**config.mk**
```make
export PLATFORM = sky130hd
export DESIGN_NAME = addsub_iter
export DESIGN_NICKNAME = d
export VERILOG_FILES = /design/src/rtl/addsub_iter.sv
export SDC_FILE = /design/constraint.sdc
export NUM_CORES = 1
export LEC_CHECK = 0
export BUFFER_PORTS_ARGS = -buffer_cell sky130_fd_sc_hd__buf_2
export CAP_MARGIN = 5
export CORE_UTILIZATION = 25
export CTS_CLUSTER_SIZE = 40
export DETAILED_ROUTE_END_ITERATION = 8
export HOLD_SLACK_MARGIN = 0.12
export SYNTH_ARGS = -nofsm -noshare
export SYNTH_HDL_FRONTEND = slang
export SYNTH_SLANG_ARGS = --single-unit
```
**constraint.sdc**
```tcl
create_clock -name clk -period 8.3 [get_ports clk]
set_clock_uncertainty 0.05 [all_clocks]
set_input_delay 1.66 -clock clk [delete_from_list [all_inputs] [get_ports clk]]
set_output_delay 1.66 -clock clk [all_outputs]
set_load 0.03 [all_outputs]
```
**src/rtl/addsub_iter.sv**
```systemverilog
// Multi-cycle two's-complement adder/subtractor: CHUNK bits per cycle, carry rippled through a register.
// Optional signed saturation when ADDSUB_ITER_SAT_EN is defined.
module addsub_iter #(
  parameter int WIDTH = 32,
  parameter int CHUNK = 8
) (
  input  logic             clk,
  input  logic             rst,
  input  logic             in_valid,
  output logic             in_ready,
  input  logic [WIDTH-1:0] a,
  input  logic [WIDTH-1:0] b,
  input  logic             sub,
  output logic             out_valid,
  input  logic             out_ready,
  output logic [WIDTH-1:0] sum,
  output logic             cout,
  output logic             ovf,
  output logic             zero,
  output logic             neg
);
  localparam int NCH = WIDTH / CHUNK;
  localparam int CW  = (NCH > 1) ? $clog2(NCH) : 1;
  localparam logic [CW-1:0] LAST = CW'(NCH - 1);

  typedef enum logic [1:0] {IDLE, RUN, DONE} state_t;

  state_t           state_q, state_d;
  logic [WIDTH-1:0] a_q, a_d, b_q, b_d, acc_q, acc_d, sum_q, sum_d;
  logic [CW-1:0]    cnt_q, cnt_d;
  logic             cy_q, cy_d, cout_q, cout_d, ovf_q, ovf_d, zero_q, zero_d, neg_q, neg_d;

  logic [CHUNK:0]   c_sum;
  logic [WIDTH-1:0] acc_nx, res;
  logic             c_msb, ovf_nx;

  always_comb begin
    state_d = state_q;
    a_d     = a_q;
    b_d     = b_q;
    acc_d   = acc_q;
    cnt_d   = cnt_q;
    cy_d    = cy_q;
    sum_d   = sum_q;
    cout_d  = cout_q;
    ovf_d   = ovf_q;
    zero_d  = zero_q;
    neg_d   = neg_q;

    c_sum  = {1'b0, a_q[CHUNK-1:0]} + {1'b0, b_q[CHUNK-1:0]} + {{CHUNK{1'b0}}, cy_q};
    // New chunk enters at the top; after NCH chunks the accumulator holds the full result.
    acc_nx = WIDTH'({c_sum[CHUNK-1:0], acc_q} >> CHUNK);
    // On the last chunk, bit CHUNK-1 is the word MSB; recover the carry into it.
    c_msb  = c_sum[CHUNK-1] ^ a_q[CHUNK-1] ^ b_q[CHUNK-1];
    ovf_nx = c_msb ^ c_sum[CHUNK];
    res    = acc_nx;
`ifdef ADDSUB_ITER_SAT_EN
    if (ovf_nx)
      res = a_q[CHUNK-1] ? {1'b1, {(WIDTH-1){1'b0}}} : {1'b0, {(WIDTH-1){1'b1}}};
`endif

    case (state_q)
      IDLE: begin
        if (in_valid) begin
          a_d     = a;
          b_d     = b ^ {WIDTH{sub}};
          cy_d    = sub;
          cnt_d   = '0;
          state_d = RUN;
        end
      end
      RUN: begin
        a_d   = a_q >> CHUNK;
        b_d   = b_q >> CHUNK;
        acc_d = acc_nx;
        cy_d  = c_sum[CHUNK];
        cnt_d = cnt_q + CW'(1);
        if (cnt_q == LAST) begin
          sum_d   = res;
          cout_d  = c_sum[CHUNK];
          ovf_d   = ovf_nx;
          zero_d  = (res == '0);
          neg_d   = res[WIDTH-1];
          state_d = DONE;
        end
      end
      DONE: begin
        if (out_ready) state_d = IDLE;
      end
      default: state_d = IDLE;
    endcase
  end

  always_ff @(posedge clk or posedge rst) begin
    if (rst) begin
      state_q <= IDLE;
      a_q     <= '0;
      b_q     <= '0;
      acc_q   <= '0;
      cnt_q   <= '0;
      cy_q    <= 1'b0;
      sum_q   <= '0;
      cout_q  <= 1'b0;
      ovf_q   <= 1'b0;
      zero_q  <= 1'b0;
      neg_q   <= 1'b0;
    end else begin
      state_q <= state_d;
      a_q     <= a_d;
      b_q     <= b_d;
      acc_q   <= acc_d;
      cnt_q   <= cnt_d;
      cy_q    <= cy_d;
      sum_q   <= sum_d;
      cout_q  <= cout_d;
      ovf_q   <= ovf_d;
      zero_q  <= zero_d;
      neg_q   <= neg_d;
    end
  end

  assign in_ready  = (state_q == IDLE);
  assign out_valid = (state_q == DONE);
  assign sum       = sum_q;
  assign cout      = cout_q;
  assign ovf       = ovf_q;
  assign zero      = zero_q;
  assign neg       = neg_q;
endmodule

```
==> reports/qor.yml, run 1 <==
status: "complete, no violations"
io_pins: 107
clk-insertion-delay-late_ns: 0.41
syn_inst: 554
layout_common_cells: "128 x dfrtp_1, 106 x buf_2, 94 x o22ai_1, 75 x nand2_1, 50 x a21oi_1"
cts_max_level: 4
cp_max_fo: 51
netlist_area_sq_um: 5860
initial_core_util: 0.257
cp_top_family: "simple AND/OR/NAND/NOR gates"
maxSlewViolCount: 0
antenna_found_initial: 0
seq_power_share: 0.343
grt_use_total: 0.133
tns_ns: 0
crit_path_end_kind: "flop"
fillCellCount: 2370
switchingPower_mw: 1.42
cp_num_buf_inv: 1
cts_tree: "built"
pwr-share-comb: 0.416
die_area_sq_um: 24100
io_buffer_count: 106
drtAntennaViolNets: 0
fmax_mhz: 303
syn_area_per_cell_sq_um: 10.6
cts_setup_buffers: 0
clkTransAtPathRegs_ns: 0.06
diodes: 0
p_total_mw: 3.43
timing.max_cap.violations: 0
grt_pass1_vias: 4431
ff_latch_area_sq_um: 3200
power.internal_mw: 2.00
post-route-util: 0.320
num_vias: 4579
ctsLongestPathBuffers: 2
drt_iter0_markers: 292
crit_chain: "buf_2, nand2_1, nor2_1, a22o_1"
synth_cell_types: 43
slowest_delay_ns: 0.79
p_clk_frac: 0.241
peakVddDrop_uv: 174
worstMarginPinSlew_ns: 1.00
final-hold-violation-count: 0
timing.final.ws_setup_ns: 5.00
min_period_ns: 3.30
core_sq_um: 22800
synth.area.top_cells: "dfrtp_1 55%, o22ai_1 10%, xor2_1 4.9%, nand2_1 4.9%, a21oi_1 4.3%"
pwr_density_cell_nw_per_um2: 469
cts.sinks: 128
postCtsHoldBufs: 0
p_leak_nw: 3.33
crit_type: "input pin to flop"
areaGrowthSynthToFinish_pct: 24.6
startpoint_type: "input pin"
totalWireLength_microns: 15400
crit_required_ns: 8.60
slew-limit-headroom: 0.331
pre_cts_ws_ns: 4.54
synth_top_area_cell: "dfrtp_1"
die_h_microns: 155
yosys_warnings: 0
dp_hpwl_microns: 10300
overflow: 0
cts.repair.resized: 0
multi_input_area_sq_um: 2440
drive_above_1_share: 0.265
via_per_inst: 4.74
rsz0062_at_grt: "no"
grt_max_degree: 73
wl_per_cell_microns: 15.9
slowest_stage: "nor2_1"
grt_pass1_wl_microns: 24700
post-route-drc-count: 0
switching_share: 0.415
setup_viol: 0
place.gp.congestion: 0.784
holdCritPathClass: "flop to flop"
synth-seq-area-share: 0.546
nNetsFinal: 721
drt_pre_antenna_iters: 4
die_x_microns: 155
ys_seq_elements: 128
critPathArrivalTime_ns: 3.60
layout_commonest_cell: "dfrtp_1"
syn_nets: 633
synth_top_area_share: 0.546
cts_buffers: 17
clockRootBuffer: "clkbuf_16"
rows: 55
fin_crit_sh: 0.398
## routing by layer
| metal | wire (microns) | track usage | vias to the layer above |
|---|---|---|---|
| met2 | 7210 | 0.204 | 152 |
| met4 | 99 | 0.0372 | 0 |
| met3 | 783 | 0.0279 | 9 |
| li1 | - | - | 2226 |
| met1 | 7330 | 0.188 | 2192 |
| met5 | 0 | 0 | - |
## registers in the layout, indices dropped and copies added, names as in the netlist, 2 cells and up
signal   flops
state_q      2
sum         32
acc_q       24
a_q         32
cnt_q        2
b_q         32
## cell usage after synthesis, drive strengths merged
library cell / instances
o31a: 1
o31ai: 2
o2111ai: 3
nand3: 7
nor2: 6
nand4: 1
a22o: 17
inv: 7
buf: 22
xor2: 33
a211oi: 1
xnor2: 5
a21boi: 1
fa: 2
and3: 1
o22a: 1
o22ai: 94
nand2: 76
o21ai: 15
dfrtp: 128
nor4: 6
and4: 1
or2: 1
a21o: 2
clkbuf: 23
nor3: 3
o211a: 1
a21oi: 51
a32o: 1
mux2: 26
and2: 2
o211ai: 1
nor2b: 1
a31oi: 2
o21bai: 2
ha: 8
## path summary, 6_finish.rpt
check                             end      from  slack (ns)  depth (start not counted)
setup / recovery              a_q[28]  in_valid        5.00                          4
hold / removal                sum[28]   sum[28]        0.42                          2
setup reg to reg                 zero    a_q[0]        5.66                          7
hold reg to reg               sum[28]   sum[28]        0.42                          2
max in group asynchronous     b_q[12]       rst        5.58                          3
min in group asynchronous  state_q[1]       rst        1.38                          2
## cells by family (layout without fill, tap and decap cells)
kind of cell / count (synthesis) / after routing / synth area share
multiplexers: 26 / 26 / 0.0499
buffers and inverters: 52 / 152 / 0.0375
adder cells (fa/ha/maj): 10 / 10 / 0.0239
AND/OR/NAND/NOR: 105 / 105 / 0.0762
XOR/XNOR: 38 / 38 / 0.0568
flip-flops: 128 / 128 / 0.546
AO/OA/AOI/OAI: 195 / 195 / 0.210
## through the flow
stage               cell area [sq um]  cells  hold slack [ns]
global route                     7310    967            0.456
detailed placement               6660    936            0.415
floorplan                        5860    554            0.401
finish                           7310    967            0.423
CTS                              7310    967            0.428
global placement                 6660    936            0.406
## tightest hold or removal path, stage by stage, from the launching register on
cell and delay, ns:
dfrtp_1 0.33, nand2_1 0.05, o21ai_0 0.06
## layout make-up
class | instances | area share
Clock buffer | 18 | 0.0601
Multi-Input combinational cell | 374 | 0.334
Clock inverter | 13 | 0.0288
Tap cell | 313 | 0.0536
Sequential cell | 128 | 0.438
Inverter | 7 | 0.00394
Timing Repair Buffer | 114 | 0.0808
## power by group through the flow
stage	clock network, mW	logic [mW]	registers, mW
2_1_floorplan	0	0.944	1.25
3_3_place_gp	0	1.39	1.18
3_5_place_dp	0	1.43	1.19
4_1_cts	0.840	1.43	1.18
5_1_grt	0.865	1.59	1.22
6_report	0.826	1.43	1.18
(Power assumes the default switching activity.)
==> inputs of run 2 (changes only) <==
- ABC_AREA: default -> 1
- clock period: 8.3 -> 3.3 ns (I/O delays scaled with it)
==> run 2 against run 1 <==
Net effect:
- sequential power up 130%
- core utilization shrank 0.44 points
- combinational power is 130% higher
- register-to-register slack worse by 4.6 ns
- total power up 120%
- largest cell class unchanged
- largest power group unchanged
==> reports/qor.yml, run 2 <==
status: "complete, no violations"  # unchanged
place.gp.congestion: 0.789  # was 0.784
fmax_mhz: 446
min_period_ns: 2.24
io_buffer_count: 106  # unchanged
cts.repair.resized: 0  # unchanged
nNetsFinal: 796  # was 721
netlist_area_sq_um: 5830  # was 5860 sq um
whs_ns: 0.280  # was 0.423 ns
synthArstFlopShare: 1.00  # unchanged
cp_num_buf_inv: 0  # was 1
die_h_microns: 155  # about the same
peakVddDrop_uv: 424  # was 174 uV
rsz0062_at_grt: "no"  # unchanged
syn_inst: 618  # was 554
drtAntennaViolNets: 0  # unchanged
via_per_inst: 4.28  # was 4.74
yosys_warnings: 0  # unchanged
clkTransAtPathRegs_ns: 0.06  # about the same
place_inst: 1011  # was 936
cp_max_fo: 3  # was 51
layout_commonest_cell: "nand2_1"  # was dfrtp_1
rows: 55  # unchanged
synth_top_area_share: 0.550  # was 0.546
grt_max_degree: 53  # was 73
post-route-drc-count: 0  # unchanged
maxSlewViolCount: 0  # unchanged
cts_setup_buffers: 0  # unchanged
startpoint_type: "flop"  # was input pin
syn_nets: 697  # was 633
synth_edf_count: 0  # unchanged
syn_area_per_cell_sq_um: 9.43  # was 10.6 sq um
holdCritPathClass: "input pin to async pin"  # was flop to flop
reg2reg_depth: 9  # was 7
worstMarginPinSlew_ns: 0.926  # was 1.00 ns
areaGrowthSynthToFinish_pct: 23.3  # was 24.6%
ys_seq_elements: 128  # unchanged
overflow: 0  # unchanged
cp_top_family: "adder cells"  # was simple AND/OR/NAND/NOR gates
instances_no_fill: 1042  # was 967
grt_pass1_vias: 4454  # was 4,431
synth_top_area_cell: "dfrtp_1"  # unchanged
synth.area.top_cells: "dfrtp_1 55%, nand2_1 11%, o21ai_0 5.8%, xnor2_1 5.3%, inv_1 3.5%"  # was dfrtp_1 55%, o22ai_1 10%, xor2_1 4.9%, nand2_1 4.9%, a21oi_1 4.3%
layout_common_cells: "177 x nand2_1, 128 x dfrtp_1, 106 x buf_2, 67 x o21ai_0, 54 x inv_1"  # was 128 x dfrtp_1, 106 x buf_2, 94 x o22ai_1, 75 x nand2_1, 50 x a21oi_1
synthTopCellsByCount: "177 x nand2_1, 128 x dfrtp_1, 67 x o21ai_0, 55 x inv_1, 35 x xnor2_1"  # was 128 x dfrtp_1, 94 x o22ai_1, 76 x nand2_1, 50 x a21oi_1, 33 x xor2_1
p_leak_nw: 3.42  # was 3.33 nW
cts_max_level: 4  # unchanged
grt_use_total: 0.127  # was 0.133
synth-seq-area-share: 0.550  # was 0.546
initial_core_util: 0.256  # was 0.257
cts.sinks: 128  # unchanged
clockRootBuffer: "clkbuf_16"  # unchanged
io_pins: 107  # unchanged
dp_hpwl_microns: 9950  # was 10,300 microns
final-hold-violation-count: 0  # unchanged
yosysMostFrequentCell: "nand2_1"  # was dfrtp_1
totalWireLength_microns: 14200  # was 15,400 microns
die_x_microns: 155  # about the same
fin_crit_sh: 0.679
num_vias: 4463  # was 4,579
ctsLongestPathBuffers: 2  # unchanged
slowest_stage: "fa_1"  # was nor2_1
crit_path_end_kind: "flop"  # unchanged
slew-limit-headroom: 0.383  # was 0.331
ys.flop_type: "dfrtp_1"  # unchanged
postCtsHoldBufs: 0  # unchanged
clk-insertion-delay-late_ns: 0.41  # about the same
wl_per_cell_microns: 13.7  # was 15.9 microns
drt_pre_antenna_iters: 5  # was 4
critPathArrivalTime_ns: 2.54  # was 3.60 ns
crit_type: "flop to flop"  # was input pin to flop
grt_pass1_wl_microns: 23600  # was 24,700 microns
crit_chain: "fa_1, fa_1, xnor2_1, nand3_1, nor2_1, nand2_1, nor2_1, nand4_1, nand2_1"  # was buf_2, nand2_1, nor2_1, a22o_1
slowest_delay_ns: 0.47  # was 0.79 ns
synth_cell_types: 32  # was 43
core_sq_um: 22800  # about the same
pwr_density_cell_nw_per_um2: 1070  # was 469 nW/um^2
diodes: 0  # unchanged
drive_above_1_share: 0.219  # was 0.265
cts_buffers: 17  # unchanged
drt_iter0_markers: 283  # was 292
setup_viol: 0  # unchanged
antenna_found_initial: 0  # unchanged
cts_tree: "built"  # unchanged
die_area_sq_um: 23900  # was 24,100 sq um
tns_ns: 0  # unchanged
worst-path-stages: 9  # was 4
timing.max_cap.violations: 0  # unchanged
crit_required_ns: 3.60  # was 8.60 ns
[run 2: cell count changes after synthesis, sizes merged, moves of 10 or more]
cell / delta
a21oi: -45
a22o: -10
a22oi: +10
clkbuf: -12
inv: +52
mux2: -26
nand2: +103
nand3: +14
o211ai: +22
o21ai: +52
o22ai: -86
xnor2: +30
xor2: -32
[run 2: worst paths after layout]
check                           startpoint         end  slack (ns)
worst min-delay path                   rst      sum[0]        0.28
worst min register to register      sum[2]      sum[2]        0.42
min in group clk                 out_ready  state_q[1]        0.37
max in group asynchronous              rst      b_q[9]        2.00
worst max register to register      a_q[0]        zero        1.06
worst max-delay path                a_q[0]        zero        1.06
[run 2: through the flow]
stage               setup WS [ns]  total power [mW]   util  area [sq um]
floorplan                    1.01              5.15      -          5830
global placement             1.06              5.87  0.290          6620
detailed placement           1.06              5.95  0.290          6620
CTS                          1.06              7.79  0.315          7180
global route                0.885              8.35  0.315          7180
finish                       1.06              7.69  0.315          7180
[run 2: routing by layer]
metal / part of all wire / GRT usage
met5: 0 / 0
met4: 0.010 / 0.0387
met3: 0.040 / 0.0297
met1: 0.49 / 0.174
met2: 0.46 / 0.197
[run 2: logic make-up (layout without fill, tap and decap cells)]
kind of cell | after synthesis | count (layout) | share of synthesized area
xor gates and xnor gates | 36 | 36 | 0.0541
adders and majority gates | 10 | 10 | 0.0241
DFF | 128 | 128 | 0.550
buffers and inverters | 94 | 205 | 0.0762
AOI/OAI and AO/OA | 130 | 130 | 0.140
and+or+nand+nor | 220 | 220 | 0.156
[run 2: where the power goes]
| part | internal, mW | switching (mW) |
|---|---|---|
| Clock | 1.10 | 0.701 |
| Combinational | 1.06 | 2.17 |
| Sequential | 2.27 | 0.386 |
| Total | 4.44 | 3.26 |
[run 2: layout make-up]
class	count	area [sq um]
inverter	59	230
sequential	128	3200
clock inverter	14	144
clock buffer	17	425
tap	313	392
timing repair buffer	115	611
multi-input combinational	396	2180
fill	2412	15600
==> inputs of run 3 (changes only) <==
- clock period: 3.3 -> 1.8 ns (I/O delays scaled with it)
==> run 3 against run 2 <==
Net effect:
- the flow now finishes with violations (setup timing)
- global-route usage rose by 0.19 points
- die area unchanged
- via count is 3.6% higher
- flip-flop and latch count stayed put
- total power rose by 97%
- sequential share of layout area fell by 2.7 points
- non-clock buffer count grew 29
- critical endpoint unchanged
- clock power grew 92%
- register-to-register slack got worse by 1.3 ns
- hold slack lost 0.15 ns
- sequential power up 84%
- core utilization grew 2.0 points
==> reports/qor.yml, run 3 (synthesis results as in run 2) <==
worstMarginPinSlew_ns: 0.696  # was 0.926 ns
io_buffer_count: 106  # unchanged
dp_hpwl_microns: 9940  # was 9950 microns
clkTransAtPathRegs_ns: 0.06  # about the same
placed_cell_area_sq_um: 6760  # was 6620 sq um
clockRootBuffer: "clkbuf_16"  # unchanged
timing.max_cap.violations: 0  # unchanged
reg2reg_depth: 9  # unchanged
grt_max_degree: 67  # was 53
layout_commonest_cell: "nand2_1"  # unchanged
pre_cts_ws_ns: -0.266  # was 1.06 ns
setup_viol: 8  # was 0
status: "finished with violations"  # was complete, no violations
final_area_sq_um: 7640  # was 7180 sq um
diodes: 0  # unchanged
totalWireLength_microns: 14900  # was 14,200 microns
min_period_ns: 2.00  # was 2.24 ns
rows: 55  # unchanged
via_per_inst: 4.31  # was 4.28
die_area_sq_um: 23900  # unchanged
peakVddDrop_uv: 715  # was 424 uV
post-route-util: 0.335  # was 0.315
fmax_mhz: 500  # was 446 MHz
seq_power_share: 0.322  # was 0.346
antenna_found_initial: 0  # unchanged
pwr_density_cell_nw_per_um2: 1990  # was 1070 nW/um^2
nNetsFinal: 827  # was 796
hold_depth: 3
rrSetupSlack_ns: -0.20  # was 1.06 ns
ctsLongestPathBuffers: 2  # unchanged
grt_pass1_vias: 4409  # was 4,454
critPathArrivalTime_ns: 2.29  # was 2.54 ns
drt_pre_antenna_iters: 4  # was 5
timing.final.ws_setup_ns: -0.201  # was 1.06 ns
maxSlewViolCount: 0  # unchanged
crit_path_end_kind: "flop"  # unchanged
crit_required_ns: 2.09  # was 3.60 ns
cts_buffers: 17  # unchanged
crit_type: "flop to flop"  # unchanged
fillCellCount: 2356  # was 2,412
grt_use_total: 0.129  # was 0.127
instances_no_fill: 1074  # was 1,042
slew-limit-headroom: 0.535  # was 0.383
switchingPower_mw: 6.34  # was 3.26 mW
grt_pass1_wl_microns: 23800  # was 23,600 microns
post-route-drc-count: 0  # unchanged
violations: "setup timing"
drt_iter0_markers: 306  # was 283
p_leak_nw: 3.60  # was 3.42 nW
cts_tree: "built"  # unchanged
core_sq_um: 22800  # unchanged
min_from: "a[31]"
fin_crit_sh: 1.11  # was 0.679
cp_max_fo: 3  # unchanged
io_pins: 107  # unchanged
rsz0062_at_grt: "yes"  # was no
layout_common_cells: "175 x nand2_1, 128 x dfrtp_1, 106 x buf_2, 64 x o21ai_0, 54 x inv_1"  # was 177 x nand2_1, 128 x dfrtp_1, 106 x buf_2, 67 x o21ai_0, 54 x inv_1
r2r_end: "zero"  # unchanged
hold_end: "a_q[31]"
drive_above_1_share: 0.247  # was 0.219
areaGrowthSynthToFinish_pct: 31.1  # was 23.3%
holdCritPathClass: "input pin to flop"  # was input pin to async pin
clk-insertion-delay-late_ns: 0.41  # about the same
wl_per_cell_microns: 13.9  # was 13.7 microns
switching_share: 0.418  # was 0.423
die_x_microns: 155  # unchanged
num_vias: 4624  # was 4,463
p_clk_frac: 0.228  # was 0.235
initial_core_util: 0.256  # unchanged
pwr-share-comb: 0.450  # was 0.420
power.internal_mw: 8.85  # was 4.44 mW
place_inst: 1021  # was 1,011
drtAntennaViolNets: 0  # unchanged
overflow: 0  # unchanged
die_h_microns: 155  # unchanged
cts_max_level: 4  # unchanged
startpoint_type: "flop"  # unchanged
r2r-start: "a_q[0]"  # unchanged
place.gp.congestion: 0.781  # was 0.789
cts.sinks: 128  # unchanged
final-hold-violation-count: 0  # unchanged
run 3: cell count changes in the layout (fill, tap and decap cells not counted), sizes merged:
cell,previous run,this run
dlygate4sd3,0,16
nor2,9,11
inv,59,58
bufinv,2,3
clkinv,6,8
clkbuf,17,18
clkinvlp,6,4
buf,115,128
run 3: power groups by stage:
stage | Clock, mW | Combinational, mW | Sequential [mW]
floorplan | 0 | 4.19 | 5.33
detailed placement | 0 | 6.42 | 4.91
CTS | 3.53 | 6.69 | 4.88
finish | 3.46 | 6.84 | 4.89
global placement | 0 | 6.31 | 4.89
global route | 3.67 | 7.70 | 5.03
run 3: area by class of cell:
| cell class | instances | area, sq um | share of cell area |
|---|---|---|---|
| flip-flops and latches | 128 | 3200 | 0.419 |
| repair buffers | 144 | 922 | 0.121 |
| clock inverters | 14 | 168 | 0.0219 |
| clock buffers | 18 | 429 | 0.0562 |
| multi-input cells | 398 | 2290 | 0.300 |
| inverters | 59 | 230 | 0.0301 |
| well taps | 313 | 392 | 0.0513 |
run 3: worst max-delay path: stages, from the launching register on:
cell and delay, ns:
dfrtp_1 0.40, fa_2 0.42, fa_2 0.39, xnor2_2 0.17
nand3_1 0.09, nor2_1 0.09, nand2_1 0.07, nor2_1 0.10
nand4_1 0.10, nand2_1 0.06
run 3: per-layer routing:
layer,routed length [microns],share of wire,global-route usage,vias up
li1,-,-,-,2307
met1,7310,0.49,0.175,2198
met2,7000,0.47,0.203,117
met3,583,0.039,0.0333,2
met4,7,0.00047,0.0330,0
met5,0,0,0,-
run 3: worst max-delay path by stage:
| stage | startpoint | cells past startpoint | slack [ns] | to |
|---|---|---|---|---|
| after floorplan | rst | 1 | -0.19 | a_q[0] |
| after global placement | cy_q | 9 | -0.22 | zero |
| after detailed placement | cy_q | 9 | -0.27 | zero |
| after CTS | a_q[0] | 9 | -0.20 | zero |
| after global routing | a_q[0] | 9 | -0.32 | zero |
| final | a_q[0] | 9 | -0.20 | zero |
run 3: what timing repair did:
action / in CTS / in global routing
buffers inserted: 2 / 1
endpoints found under the setup margin: 24 / 16
pin swaps: 4 / 2
gates resized for setup: 6 / 9
hold endpoints to repair: 28 / 0
hold buffers: 16 / 0
gates cloned: 1 / 1
run 3: stage by stage:
stage | power (mW) | TNS, ns | hold WS (ns)
finish | 15.2 | -0.670 | 0.127
global route | 16.4 | -1.66 | 0.125
CTS | 15.1 | -0.737 | 0.120
detailed placement | 11.3 | -2.93 | 0.345
global placement | 11.2 | -2.38 | 0.341
floorplan | 9.52 | -24.66 | 0.400
